==> config.mk <==
export PLATFORM = sky130hd
export DESIGN_NAME = sink_wr_arbiter
export DESIGN_NICKNAME = d
export VERILOG_FILES = /design/src/rtl/sink_wr_arbiter.sv
export SDC_FILE = /design/constraint.sdc
export NUM_CORES = 1
export LEC_CHECK = 0
export BUFFER_PORTS_ARGS = -buffer_cell sky130_fd_sc_hd__buf_4
export CELL_PAD_IN_SITES_DETAIL_PLACEMENT = 0
export CELL_PAD_IN_SITES_GLOBAL_PLACEMENT = 1
export CORE_MARGIN = 5
export CORE_UTILIZATION = 33
export DETAILED_ROUTE_END_ITERATION = 16
export PLACE_DENSITY_LB_ADDON = 0.15
export SETUP_SLACK_MARGIN = 0.2
export SYNTH_ARGS = -nofsm -noshare
export SYNTH_HDL_FRONTEND = slang
export SYNTH_SLANG_ARGS = --single-unit
==> constraint.sdc <==
create_clock -name clk -period 3.3 [get_ports clk]
set_input_delay 0.66 -clock clk [delete_from_list [all_inputs] [get_ports clk]]
set_output_delay 0.66 -clock clk [all_outputs]
set_load 0.005 [all_outputs]
==> src/rtl/sink_wr_arbiter.sv <==
// Round-robin arbiter sharing the single Rx message-buffer write port among sink channels.
// Grants one whole message at a time and holds the buffer until the consumer acknowledges it.
module sink_wr_arbiter #(
  parameter int NREQ             = 4,
  parameter int FLIT_DATA_WIDTH  = 32,
  parameter int MSG_LENGTH       = 1024,
  parameter int CSR_LENGTH       = 40,
  parameter int START_WR_ADDRESS = MSG_LENGTH + CSR_LENGTH,
  parameter int ADDR_WIDTH       = 16
) (
  input  logic                            clk,
  input  logic                            rst_n,
  input  logic [NREQ-1:0]                 req_valid,
  input  logic [8*NREQ-1:0]               req_portid,
  input  logic [NREQ-1:0]                 req_wr_en,
  input  logic [FLIT_DATA_WIDTH*NREQ-1:0] req_data,
  input  logic [NREQ-1:0]                 req_last,
  output logic [NREQ-1:0]                 req_grant,
  output logic                            mem_wr_en,
  output logic [ADDR_WIDTH-1:0]           mem_wr_addr,
  output logic [FLIT_DATA_WIDTH-1:0]      mem_wr_data,
  output logic                            rx_msg_ready,
  output logic [7:0]                      rx_msg_portid,
  output logic [31:0]                     rx_msg_len,
  input  logic                            rx_ack,
  output logic                            overflow_err,
  input  logic                            err_clr
);

  localparam int IDX_W    = (NREQ > 1) ? $clog2(NREQ) : 1;
  localparam int OFF_W    = $clog2(MSG_LENGTH + 1);
  localparam int MAX_ADDR = START_WR_ADDRESS + MSG_LENGTH - 1;

  localparam logic [ADDR_WIDTH-1:0] START_ADDR = ADDR_WIDTH'(START_WR_ADDRESS);
  localparam logic [OFF_W-1:0]      OFF_MAX    = OFF_W'(MSG_LENGTH);
  localparam logic [IDX_W-1:0]      PTR_INIT   = IDX_W'(NREQ - 1);

  // The Rx buffer sits above the CSR region and its last word must be addressable.
  if (START_WR_ADDRESS < MSG_LENGTH + CSR_LENGTH || MAX_ADDR >= (1 << ADDR_WIDTH)) begin : g_bad_cfg
    $error("sink_wr_arbiter: Rx buffer placement does not fit ADDR_WIDTH");
  end

  typedef enum logic [1:0] {
    ST_IDLE,
    ST_XFER,
    ST_HOLD
  } state_e;

  state_e           r_state;
  logic [IDX_W-1:0] r_ptr;
  logic [OFF_W-1:0] r_offset;
  logic [7:0]       r_portid;

  logic                       w_any_req;
  logic [IDX_W-1:0]           w_win;
  logic [7:0]                 w_win_portid;
  logic                       w_g_valid;
  logic                       w_g_wr;
  logic                       w_g_last;
  logic [FLIT_DATA_WIDTH-1:0] w_g_data;
  logic                       w_xfer;
  logic                       w_abort;
  logic                       w_do_write;
  logic                       w_ovf_set;

  function automatic logic [IDX_W-1:0] rr_index(input logic [IDX_W-1:0] base, input int step);
    return IDX_W'((int'(base) + step) % NREQ);
  endfunction

  // Walk from the farthest candidate back to pointer+1 so the nearest requester wins.
  always_comb begin
    // NOTE: every combinational output gets a default before any branch, so no latch is inferred.
    w_any_req = 1'b0;
    w_win     = r_ptr;
    for (int k = NREQ; k >= 1; k--) begin
      if (req_valid[rr_index(r_ptr, k)]) begin
        w_any_req = 1'b1;
        w_win     = rr_index(r_ptr, k);
      end
    end
  end

  always_comb begin
    w_win_portid = '0;
    for (int i = 0; i < NREQ; i++) begin
      if (w_win == IDX_W'(i)) w_win_portid = req_portid[8*i +: 8];
    end
  end

  // While transferring, the pointer names the granted channel.
  always_comb begin
    w_g_valid = 1'b0;
    w_g_wr    = 1'b0;
    w_g_last  = 1'b0;
    w_g_data  = '0;
    for (int i = 0; i < NREQ; i++) begin
      if (r_ptr == IDX_W'(i)) begin
        w_g_valid = req_valid[i];
        w_g_wr    = req_wr_en[i];
        w_g_last  = req_last[i];
        w_g_data  = req_data[FLIT_DATA_WIDTH*i +: FLIT_DATA_WIDTH];
      end
    end
  end

  assign w_xfer     = (r_state == ST_XFER);
  assign w_abort    = w_xfer && !w_g_valid && !w_g_last;
  assign w_do_write = w_xfer && !w_abort && w_g_wr && (r_offset != OFF_MAX);
  assign w_ovf_set  = w_xfer && !w_abort && w_g_wr && (r_offset == OFF_MAX);

  // NOTE: all state and registered outputs use non-blocking assignments so every
  // register samples pre-edge values regardless of statement order.
  always_ff @(posedge clk or negedge rst_n) begin
    if (!rst_n) begin
      r_state       <= ST_IDLE;
      r_ptr         <= PTR_INIT;
      r_offset      <= '0;
      r_portid      <= '0;
      req_grant     <= '0;
      mem_wr_en     <= 1'b0;
      mem_wr_addr   <= '0;
      mem_wr_data   <= '0;
      rx_msg_ready  <= 1'b0;
      rx_msg_portid <= '0;
      rx_msg_len    <= '0;
      overflow_err  <= 1'b0;
    end else begin
      mem_wr_en <= 1'b0;

      if (w_ovf_set) begin
        overflow_err <= 1'b1;
      end else if (err_clr) begin
        overflow_err <= 1'b0;
      end

      case (r_state)
        ST_IDLE: begin
          if (w_any_req) begin
            req_grant <= NREQ'(1) << w_win;
            r_portid  <= w_win_portid;
            r_offset  <= '0;
            r_ptr     <= w_win;
            r_state   <= ST_XFER;
          end
        end

        ST_XFER: begin
          if (w_abort) begin
            req_grant <= '0;
            r_state   <= ST_IDLE;
          end else begin
            if (w_do_write) begin
              mem_wr_en   <= 1'b1;
              mem_wr_addr <= START_ADDR + ADDR_WIDTH'(r_offset);
              mem_wr_data <= w_g_data;
              r_offset    <= r_offset + OFF_W'(1);
            end
            // A word arriving with the terminator is still counted in the length.
            if (w_g_last) begin
              req_grant     <= '0;
              rx_msg_ready  <= 1'b1;
              rx_msg_portid <= r_portid;
              rx_msg_len    <= 32'(r_offset) + 32'(w_do_write);
              r_state       <= ST_HOLD;
            end
          end
        end

        ST_HOLD: begin
          if (rx_ack) begin
            rx_msg_ready <= 1'b0;
            r_state      <= ST_IDLE;
          end
        end

        default: r_state <= ST_IDLE;
      endcase
    end
  end

endmodule

* Word-level counts from Yosys, hierarchy flattened
Index checks and enable logic that the tools add are counted.
** Word-level totals
- Memory bits (writable) :: 0
- Register bits after elaboration :: 118
- Word-level logic and storage cells :: 121
- Bits of input ports :: 176
- Bits in read-only memories :: 0
- Memories :: 0
- Output and inout port bits :: 95
- Latch bits :: 0
** Cells by class
- Divide/modulo/power cells :: 0
- Shifts and indexed selects :: 1
- Add/subtract/negate cells :: 7
- Eq/ne operators :: 16
- Multiplexer cells :: 58
- Magnitude comparators :: 4
- Multiply operators :: 0
- Bitwise gates (word level) :: 1
- Reductions and logical operators :: 22
** Operator list (count)
- $mux W32 :: 4
- $mux W11 :: 3
- $mux W8 :: 4
- $mux W1 :: 28
- $pmux W11 S2 :: 1
- $mux W2 :: 8
- $add A11 B1 Y12 :: 1
- $add A11 B11 Y12 const A :: 1
- $lt A2 B3 Y1 const B :: 4
- $mux W4 :: 3
- $reduce_and A3 Y1 :: 4
- $add A11 B1 Y11 const B :: 1
- $eq A11 B11 Y1 const B :: 1
- $ne A11 B11 Y1 const B :: 1
- $eq A2 B2 Y1 const B :: 5
- $bmux W1 S2 :: 4
- $ne A2 B2 Y1 const B :: 4
- $pmux W4 S2 :: 1
- $reduce_and A4 Y1 :: 2
- $eq A2 B1 Y1 const B :: 3
- $logic_and A1 B1 Y1 :: 6
- $logic_not A2 Y1 :: 3
- $pmux W2 S3 :: 1
- $reduce_bool A2 Y1 :: 3
- other kinds (9) :: 13

* Longest topological paths before layout
Gate-level depths: netlist (run 1).
- Word-level depth :: 15
- Depth in mapped cells :: 16
- Mapped depth without buffers :: 14

* Worst setup path after synthesis (run 1)
Ideal clock, no wire load.
- Path type :: reg-to-reg
- Start point :: reg r_ptr[1]
- End point :: reg rx_msg_len[10]
- Path buffers :: 2
- Slack :: 262 ps
- Arrival :: 2904 ps
- Period minus slack after synthesis :: 3038 ps
- Setup time :: 133 ps
- Required time :: 3167 ps
- Cell stages (with the launch flop) :: 17
- Path through :: dfstp_2 > buf_2 > inv_1 > ha_1 > buf_2 > nor2b_1 > a221o_1 > a32o_2 > nand2_2 > inv_2 > ha_1 > ha_1 > and3_1 > nand3_1 > nor2_1 > xnor2_1 > o21ai_0
** On the way
- Cells in the longest elaborated chain, start to end :: 13
- Elaborated cells between the ends (all ways) :: 27
- Classes of those cells :: 1 x add/sub; 3 x eq/ne; 12 x mux; 1 x bitwise; 10 x reduce/logical
** Ends and longest elaborated chain
- from (decl) :: line 50 : logic [IDX_W-1:0] r_ptr;
- from (signal assigned) :: line 142 : r_ptr <= w_win;
- $logic_not A2 Y1 :: line 97 : if (r_ptr == IDX_W'(i)) begin
- $mux W1 (4 in a row) :: line 97
- $logic_not A1 Y1 :: line 107 : assign w_abort = w_xfer && !w_g_valid && !w_g_last;
- $logic_and A1 B1 Y1 (2 in a row) :: line 107
- $logic_not A1 Y1 :: line 108 : assign w_do_write = w_xfer && !w_abort && w_g_wr && (r_offset != OFF_MAX);
- $logic_and A1 B1 Y1 (3 in a row) :: line 108
- $add A11 B1 Y12 :: line 163 : rx_msg_len <= 32'(r_offset) + 32'(w_do_write);
- to (signal assigned) :: line 163
- to (decl) :: line 24 : output logic [31:0] rx_msg_len,
Parallel ways exist; a longest one is shown, timed or not.
A chain may end at the register's enable or synchronous reset.

* Worst setup path after layout (run 1)
- Start point :: reg r_ptr[1]
- End point :: reg rx_msg_len[8]
Same word-level chain as after synthesis.

==> results of run 1 <==
## per-stage QoR
stage               hold slack (ns)  util [%]
detailed placement            0.471      44.5
finish                        0.471      46.5
CTS                           0.474      46.2
floorplan                     0.364         -
global route                  0.475      46.5
global placement              0.465      44.5
## critical path: stages, from the launching register on
cell	delay [ns]
dfstp_2	0.54
inv_1	0.09
ha_2	0.23
nand3b_1	0.18
a221oi_2	0.32
o21a_2	0.22
nand2_2	0.07
inv_2	0.13
ha_4	0.16
ha_1	0.17
and3_4	0.20
nand3_2	0.12
nor2_2	0.16
xnor2_1	0.12
o21ai_0	0.09
## cell families (layout without fill, tap and decap cells)
family | Yosys count | after routing | share of synthesized area (%)
xor gates and xnor gates | 15 | 15 | 2.31
muxes | 30 | 30 | 5.54
buffers and inverters | 90 | 292 | 8.03
other | 1 | 24 | 0.0659
and+or+nand+nor | 243 | 243 | 20.1
adders and majority gates | 9 | 9 | 1.98
DFF | 94 | 94 | 41.4
AOI/OAI and AO/OA | 207 | 207 | 20.6
## routing by layer
layer  track usage [%]  up-vias  wire length (µm)
met2              28.6      191              8620
met4              4.95        0               275
met5                 0        -                 0
met3              4.35       15              1550
li1                  -     2795                 -
met1              24.4     2555              8110
## registers in the layout, indices dropped and copies added (netlist names)
name and count:
req_grant 4, r_state 2, rx_msg_len 12, mem_wr_addr 12, rx_msg_ready 1, overflow_err 1, r_portid 8, mem_wr_en 1
r_ptr 2, rx_msg_portid 8, r_offset 11, mem_wr_data 32
## layout make-up
class                   instances  area, µm²  share of cell area (%)
multi-input cells             528       3000                    37.8
well taps                     225        282                    3.54
repair buffers                264       1980                    24.9
clock inverters                 3       26.3                   0.330
inverters                      12       45.0                   0.566
flip-flops and latches         94       2350                    29.6
clock buffers                  13        260                    3.27
## power by group
group	internal (mW)	leakage, nW	switching, mW
Sequential	1.52	1.23	0.229
Clock	0.559	0.140	0.454
Combinational	1.53	2.47	1.87
## worst max path at each step
stage / startpoint / end / slack, ns / cells past startpoint
2_1_floorplan: r_ptr[1]$_DFFE_PN1P_ / rx_msg_len[10]$_DFFE_PN0P_ / 0.26 / 16
3_3_place_gp: r_ptr[1]$_DFFE_PN1P_ / rx_msg_len[8]$_DFFE_PN0P_ / 0.27 / 14
3_5_place_dp: r_ptr[1]$_DFFE_PN1P_ / rx_msg_len[8]$_DFFE_PN0P_ / 0.19 / 14
4_1_cts: r_ptr[0]$_DFFE_PN1P_ / rx_msg_len[8]$_DFFE_PN0P_ / 0.27 / 14
5_1_grt: r_ptr[1]$_DFFE_PN1P_ / rx_msg_len[8]$_DFFE_PN0P_ / 0.23 / 14
6_report: r_ptr[1]$_DFFE_PN1P_ / rx_msg_len[8]$_DFFE_PN0P_ / 0.38 / 14
## what timing repair did
item,4_1_cts,5_1_grt
endpoints found under the setup margin,1,3
pin swaps,0,3
setup buffers,2,1
resized for setup,0,8
## placed cells by master (no fill, tap or decap), types with 6 or more instances in the layout
cell and n:
mux2_2 12, nor2_1 46, nand2_1 121, dfrtp_1 92
mux2i_1 18, o221ai_1 7, clkbuf_16 9, xor2_1 9
o21ai_1 12, conb_1 24, o21ai_0 52, inv_1 10
xnor2_1 6, buf_4 264, nand3b_1 34, a21oi_1 109
==> impl_metrics.env, run 1 <==
export IMPL_cts_tree="done"
export IMPL_slew_headroom_pct=31.4
export IMPL_die_w_um=141
export IMPL_coreArea_um2=17100
export IMPL_startpoint_type="flop"
export IMPL_setup_violations=0
export IMPL_grt_pass1_vias=5434
export IMPL_cts_buffers_inserted=9
export IMPL_grt_max_degree=89
export IMPL_maxCapViolations=0
export IMPL_first_iter_violations=235
export IMPL_vias_per_cell=4.88
export IMPL_avgRoutedWirePerCell_um=16.3
export IMPL_grt_setup_unrepaired="no"
export IMPL_rows=48
export IMPL_io_pins=271
export IMPL_period_needed_ns=2.92
export IMPL_die_area_um2=20000
export IMPL_p_leak_nw=3.83
export IMPL_synthDistinctLibCells=54
export IMPL_clock_fmax_mhz=342
export IMPL_ant_nets=0
export IMPL_overflow=0
export IMPL_avgSynthCellArea_um2=8.26
export IMPL_async_reset_ff_share_pct=100
export IMPL_placed_cell_area_um2=7610
export IMPL_nNetsFinal=1094
export IMPL_tightest_slew_ns=1.03
export IMPL_yosys_area_top_type_share_pct=40.5
export IMPL_yosysMostFrequentCell="nand2_1"
export IMPL_n_antenna_cell=0
export IMPL_irDropWorstVdd_mv=0.322
export IMPL_drive_gt1_share_pct=34.2
export IMPL_dpl_hpwl_mm=14.4
export IMPL_die_y_um=141
export IMPL_synth_edff_count=0
export IMPL_synth_common_cells="nand2_1 (121), a21oi_1 (109), dfrtp_1 (92)"
export IMPL_portBuffers=246
export IMPL_final_area_um2=7950
export IMPL_r2r_end="rx_msg_len[8]$_DFFE_PN0P_"
export IMPL_critical_path_class="reg -> reg"
export IMPL_clk_latency_ns=0.34
export IMPL_worst_slack_ns=0.378
export IMPL_timing_rr_start="r_ptr[1]$_DFFE_PN1P_"
export IMPL_drc=0
export IMPL_dr_total_vias=5556
export IMPL_wl_mm=18.6
export IMPL_cts_buffer_depth=2
export IMPL_yosysTopAreaCell="dfrtp_1"
export IMPL_period_share_pct=88.5
export IMPL_hold_class="in -> async"
export IMPL_clkSinkCount=94
export IMPL_area_growth_pct=39.8
export IMPL_crit_fanout=7
export IMPL_initial_core_util_pct=33.2
export IMPL_crit_required_ns=3.52
export IMPL_pre_cts_slack_ns=0.185
export IMPL_hold_buffers=0
export IMPL_synthCells=689
export IMPL_h_tree_depth=3
export IMPL_gp_congestion=0.820
export IMPL_worst_r2r_cell_count=14
export IMPL_seq_area_frac_synth_pct=41.4
export IMPL_ff2ff_setup_slack_ns=0.38
export IMPL_globalRouteTotalUtil_pct=17.9
export IMPL_ys_flop_type="dfrtp_1"
export IMPL_synthTopCellsByArea="dfrtp_1 (40%), a21oi_1 (9.6%), nand2_1 (8.0%)"
export IMPL_synth_seq_cells=94
export IMPL_power_density_nw_per_um2=775
export IMPL_tns_ns=0
export IMPL_worstPathArrival_ns=3.14
export IMPL_antenna_found_initial=0
export IMPL_fin_cells=1139
export IMPL_dp_cells=1120
export IMPL_final_hold_violation_count=0
export IMPL_fillers=1748
export IMPL_maxSlewViolCount=0
export IMPL_finClkSkew_ns=0.0122
export IMPL_cp_end_kind="flop"
export IMPL_dr_pass1_iters=4
export IMPL_total_power_mw=6.16
export IMPL_yosys_warnings=0
export IMPL_cts_root_buf="clkbuf_16"
export IMPL_netlist_area_um2=5690
export IMPL_path_clk_slew_ns=0.07
export IMPL_grt_first_pass_wirelength_mm=28.8
export IMPL_status="completed"
No activity file was read; power rests on OpenSTA's default activity.
==> run 2: changes to the inputs <==
CELL_PAD_IN_SITES_DETAIL_PLACEMENT = 2   (was 0)
CELL_PAD_IN_SITES_GLOBAL_PLACEMENT = 2   (was 1)
CORE_UTILIZATION = 25   (was 33)
==> run 2 against run 1 <==
  * Wire length increased by 23%
  * Fmax decreased by 0.24%
  * Largest power group unchanged
  * Global-route usage decreased by 0.49 points
  * Via count increased by 5.1%
  * Sequential share of layout area decreased by 0.50 points
  * Sequential power about the same
  * Critical path type unchanged
  * Register-to-register slack about the same
  * Cell area increased by 1.7%
  * Highest routed layer unchanged
  * Count of clock-buffer cells in the layout decreased by 4
  * Combinational power increased by 6.8%
  * Critical endpoint is now rx_msg_len[10]$_DFFE_PN0P_
==> impl_metrics.env, run 2 (synthesis results as in run 1) <==
export IMPL_status="completed"
export IMPL_power_density_nw_per_um2=795
export IMPL_crit_required_ns=3.54
export IMPL_tightest_slew_ns=0.808
export IMPL_die_area_um2=25900
export IMPL_grt_max_degree=89
export IMPL_maxSlewViolCount=0
export IMPL_startpoint_type="flop"
export IMPL_setup_violations=0
export IMPL_placed_cell_area_um2=7710
export IMPL_vias_per_cell=4.85
export IMPL_hold_ws_ns=0.299
export IMPL_fillers=2590
export IMPL_wl_mm=22.8
export IMPL_coreArea_um2=22500
export IMPL_crit_fanout=8
export IMPL_cts_buffers_inserted=9
export IMPL_largest_register_ffs=32
export IMPL_clock_fmax_mhz=341
export IMPL_layout_top_registers="mem_wr_data x32, mem_wr_addr x12, rx_msg_len x12"
export IMPL_grt_pass1_vias=6704
export IMPL_die_w_um=161
export IMPL_area_growth_pct=42.2
export IMPL_h_tree_depth=3
export IMPL_cts_buffer_depth=2
export IMPL_die_y_um=161
export IMPL_multi_input_area_um2=3010
export IMPL_worstPathArrival_ns=3.17
export IMPL_pre_cts_slack_ns=0.0824
export IMPL_ff2ff_setup_slack_ns=0.37
export IMPL_drc=0
export IMPL_critical_path_class="reg -> reg"
export IMPL_p_leak_nw=3.86
export IMPL_initial_core_util_pct=25.3
export IMPL_rows=55
export IMPL_final_common_cell="buf_4"
export IMPL_dr_pass1_iters=4
export IMPL_portBuffers=246
export IMPL_cts_root_buf="clkbuf_16"
export IMPL_avgRoutedWirePerCell_um=19.0
export IMPL_globalRouteTotalUtil_pct=17.5
export IMPL_clkSinkCount=94
export IMPL_hold_buffers=0
export IMPL_period_needed_ns=2.93
export IMPL_grt_first_pass_wirelength_mm=36.3
export IMPL_tns_ns=0
export IMPL_irDropWorstVdd_mv=0.408
export IMPL_worst_slack_ns=0.371
export IMPL_path_clk_slew_ns=0.07
export IMPL_layout_common_cells="buf_4 (266), nand2_1 (121), a21oi_1 (109)"
export IMPL_io_pins=271
export IMPL_clk_latency_ns=0.36
export IMPL_period_share_pct=88.7
export IMPL_hold_class="in -> async"
export IMPL_overflow=0
export IMPL_n_antenna_cell=0
export IMPL_nNetsFinal=1098
export IMPL_ant_nets=0
export IMPL_dpl_hpwl_mm=17.7
export IMPL_slew_headroom_pct=46.1
export IMPL_grt_setup_unrepaired="no"
export IMPL_finClkSkew_ns=0.00813
export IMPL_regArea_um2=2350
export IMPL_drive_gt1_share_pct=34.7
export IMPL_largest_register="mem_wr_data"
export IMPL_dr_total_vias=5839
export IMPL_gp_congestion=0.828
export IMPL_antenna_found_initial=0
export IMPL_maxCapViolations=0
export IMPL_cp_end_kind="flop"
export IMPL_first_iter_violations=174
export IMPL_final_area_um2=8090
export IMPL_cts_tree="done"
export IMPL_final_hold_violation_count=0
export IMPL_fin_util_pct=35.9
==> run 2: changes by cell type in the layout (fill, tap and decap cells not counted), sizes merged <==
cell	before	now
inv	13	14
buf	264	268
clkinv	2	3
clkinvlp	0	2
clkbuf	13	9
==> run 2: area by class of cell <==
cell class,instances,share of cell area [%]
multi-input cells,528,37.2
clock buffers,9,2.78
repair buffers,268,25.1
clock inverters,7,0.851
flip-flops and latches,94,29.1
well taps,285,4.41
inverters,12,0.588
==> run 2: path summary, 6_finish.rpt <==
kind | start | endpoint | depth (start not counted)
worst max-delay path | r_ptr[1]$_DFFE_PN1P_ | rx_msg_len[10]$_DFFE_PN0P_ | 14
worst min register to register | mem_wr_data[15]$_DFFE_PN0P_ | mem_wr_data[15]$_DFFE_PN0P_ | 2
max in group asynchronous | rst_n | r_ptr[1]$_DFFE_PN1P_ | 2
worst max register to register | r_ptr[1]$_DFFE_PN1P_ | rx_msg_len[10]$_DFFE_PN0P_ | 14
min in group clk | rx_ack | r_state[1]$_DFFE_PN0P_ | 2
worst min-delay path | rst_n | mem_wr_addr[9]$_DFFE_PN0P_ | 1
==> run 2: through the flow <==
stage	cells	total power, mW
floorplan	712	4.03
global placement	1181	5.21
detailed placement	1181	5.39
CTS	1200	6.51
global route	1203	7.04
finish	1203	6.43
==> run 2: metal layers <==
| metal | up-vias | routed length, µm | global-route usage, % |
|---|---|---|---|
| met3 | 26 | 1190 | 4.29 |
| met4 | 0 | 429 | 4.89 |
| li1 | 2791 | - | - |
| met1 | 2863 | 9740 | 21.5 |
| met2 | 159 | 11500 | 30.4 |
| met5 | - | 0 | 0 |
==> run 2: critical path, cell delays in order, from the launching register on <==
cell      delay [ns]
dfstp_2         0.54
inv_1           0.11
ha_4            0.22
nand3b_1        0.18
a221oi_2        0.30
o21a_2          0.20
nand2_2         0.08
inv_4           0.10
ha_2            0.22
ha_1            0.19
and3_4          0.20
nand3_2         0.12
nor2_2          0.16
xnor2_1         0.12
o21ai_0         0.09
==> run 2: timing repair <==
item | 4_1_cts | 5_1_grt
endpoints found under the hold margin | 0 | 0
setup endpoints to repair | 3 | 3
resized for setup | 0 | 10
buffers inserted | 3 | 3
pin swaps | 1 | 3
==> run 2: where the power goes <==
group          internal (mW)  switching, mW  total, mW
clock                  0.529          0.521       1.05
sequential              1.52          0.236       1.75
combinational           1.58           2.05       3.63
==> run 3: changes to the inputs <==
CORE_MARGIN = 2   (was 5)
==> run 3 against run 2 <==
  * First-iteration DRC count shrank 2.9%
  * Setup slack lost 0.082 ns
  * Combinational power grew 2%
  * Wire length shrank 2.8%
  * Highest routed layer is now met5
  * Sequential cell count is the same
  * Fmax shrank 2.7%
  * Die area shrank 7.3%
  * Cell area grew 0.65%
  * Register-to-register slack lost 0.08 ns
  * Sequential share of layout area shrank 0.19 points
==> impl_metrics.env, run 3 (synthesis results as in run 1) <==
export IMPL_grt_pass1_vias=6369
export IMPL_worst_slack_ns=0.289
export IMPL_clk_latency_ns=0.35
export IMPL_met3_usage_pct=4.43
export IMPL_h_tree_depth=3
export IMPL_n_antenna_cell=0
export IMPL_pre_cts_slack_ns=-0.0633
export IMPL_p_leak_nw=3.88
export IMPL_hold_buffers=0
export IMPL_layout_top_registers="mem_wr_data x32, mem_wr_addr x12, rx_msg_len x12"
export IMPL_initial_core_util_pct=25.3
export IMPL_die_area_um2=24000
export IMPL_cts_buffers_inserted=9
export IMPL_drc=0
export IMPL_largest_register_ffs=32
export IMPL_rows=55
export IMPL_cts_root_buf="clkbuf_16"
export IMPL_coreArea_um2=22500
export IMPL_layout_common_cells="buf_4 (271), nand2_1 (121), a21oi_1 (109)"
export IMPL_clock_fmax_mhz=332
export IMPL_drive_gt1_share_pct=35.0
export IMPL_combPwrFrac_pct=56.7
export IMPL_busiest_layer="met2"
export IMPL_crit_fanout=88
export IMPL_maxSlewViolCount=0
export IMPL_maxCapViolations=0
export IMPL_power_frac_clock_pct=16.5
export IMPL_cts_buffer_depth=2
export IMPL_tightest_slew_ns=0.977
export IMPL_period_needed_ns=3.01
export IMPL_clkSinkCount=94
export IMPL_period_share_pct=91.2
export IMPL_crit_required_ns=3.48
export IMPL_met1_usage_pct=22.9
export IMPL_startpoint_type="flop"
export IMPL_critical_path_class="reg -> reg"
export IMPL_fin_cells=1207
export IMPL_overflow=0
export IMPL_internal_power_mw=3.74
export IMPL_hold_class="in -> async"
export IMPL_final_hold_violation_count=0
export IMPL_setup_violations=0
export IMPL_ant_nets=0
export IMPL_dr_pass1_iters=4
export IMPL_worstPathArrival_ns=3.19
export IMPL_final_common_cell="buf_4"
export IMPL_switching_share_pct=43.0
export IMPL_dpl_hpwl_mm=16.8
export IMPL_io_pins=271
export IMPL_dr_total_vias=5868
export IMPL_grt_first_pass_wirelength_mm=35.1
export IMPL_slew_headroom_pct=34.8
export IMPL_path_clk_slew_ns=0.07
export IMPL_area_growth_pct=43.1
export IMPL_status="completed"
export IMPL_worst_r2r_cell_count=9
export IMPL_first_iter_violations=169
export IMPL_grt_max_degree=89
export IMPL_cts_tree="done"
export IMPL_globalRouteTotalUtil_pct=18.4
export IMPL_p_switching_mw=2.82
export IMPL_avgRoutedWirePerCell_um=18.4
export IMPL_dp_cells=1182
export IMPL_seqPwrFrac_pct=26.7
export IMPL_power_density_nw_per_um2=806
export IMPL_gp_congestion=0.790
export IMPL_use_met2_pct=32.6
export IMPL_portBuffers=246
export IMPL_largest_register="mem_wr_data"
export IMPL_grt_setup_unrepaired="yes"
export IMPL_nNetsFinal=1102
export IMPL_wl_mm=22.2
export IMPL_antenna_found_initial=1
export IMPL_cp_end_kind="flop"
export IMPL_irDropWorstVdd_mv=0.372
export IMPL_vias_per_cell=4.86
export IMPL_finClkSkew_ns=0.00568
export IMPL_die_y_um=155
export IMPL_die_w_um=155
[run 3: path summary, 6_finish.rpt]
path / startpoint / to / slack, ns
setup / recovery: r_ptr[1]$_DFFE_PN1P_ / mem_wr_data[29]$_DFFE_PN0P_ / 0.29
hold / removal: rst_n / mem_wr_data[14]$_DFFE_PN0P_ / 0.45
setup reg to reg: r_ptr[1]$_DFFE_PN1P_ / mem_wr_data[29]$_DFFE_PN0P_ / 0.29
hold reg to reg: mem_wr_data[24]$_DFFE_PN0P_ / mem_wr_data[24]$_DFFE_PN0P_ / 0.49
max in group asynchronous: rst_n / rx_msg_ready$_DFFE_PN0P_ / 2.07
min in group clk: mem_wr_data[24]$_DFFE_PN0P_ / mem_wr_data[24]$_DFFE_PN0P_ / 0.49
[run 3: stage by stage]
step	area [µm²]	hold slack [ns]	total power, mW	util, %	TNS (ns)
finish	8140	0.447	6.56	36.2	0
global route	8140	0.489	7.16	36.2	0
CTS	8080	0.476	6.62	35.9	0
detailed placement	7700	0.474	5.38	34.2	-0.106
global placement	7700	0.463	5.20	34.2	0
floorplan	5780	0.364	4.03	-	0
[run 3: power groups by stage]
stage,combinational (mW),sequential [mW],clock (mW)
final,3.72,1.75,1.08
after global routing,4.18,1.81,1.17
after CTS,3.74,1.76,1.13
after detailed placement,3.59,1.80,0
after global placement,3.43,1.77,0
after floorplan,2.31,1.73,0
[run 3: cell type report]
cell class / instances / area, µm²
flip-flops and latches: 94 / 2350
inverters: 12 / 51.3
clock inverters: 6 / 70.1
multi-input cells: 528 / 3030
fillers: 2600 / 14400
clock buffers: 10 / 229
repair buffers: 272 / 2050
well taps: 285 / 357
[run 3: routing by layer]
layer	wire length, µm	share of wire, %	up-vias
met1	9600	43	2893
met4	229	1.0	2
met3	1200	5.4	16
li1	-	-	2795
met5	12	0.054	-
met2	11200	50	162
[run 3: critical path, cell delays in order, from the launching register on]
cell	delay [ns]
dfstp_2	0.58
clkinvlp_4	0.14
buf_4	0.16
ha_4	0.17
nor2b_1	0.15
a221o_1	0.32
a32o_2	0.26
nand2_2	0.09
buf_4	0.64
o21ai_0	0.25
[run 3: what timing repair did]
item / CTS / global route
cloned: 0 / 0
resized for setup: 8 / 8
buffers inserted: 5 / 4
pin swaps: 1 / 5
setup endpoints to repair: 3 / 3
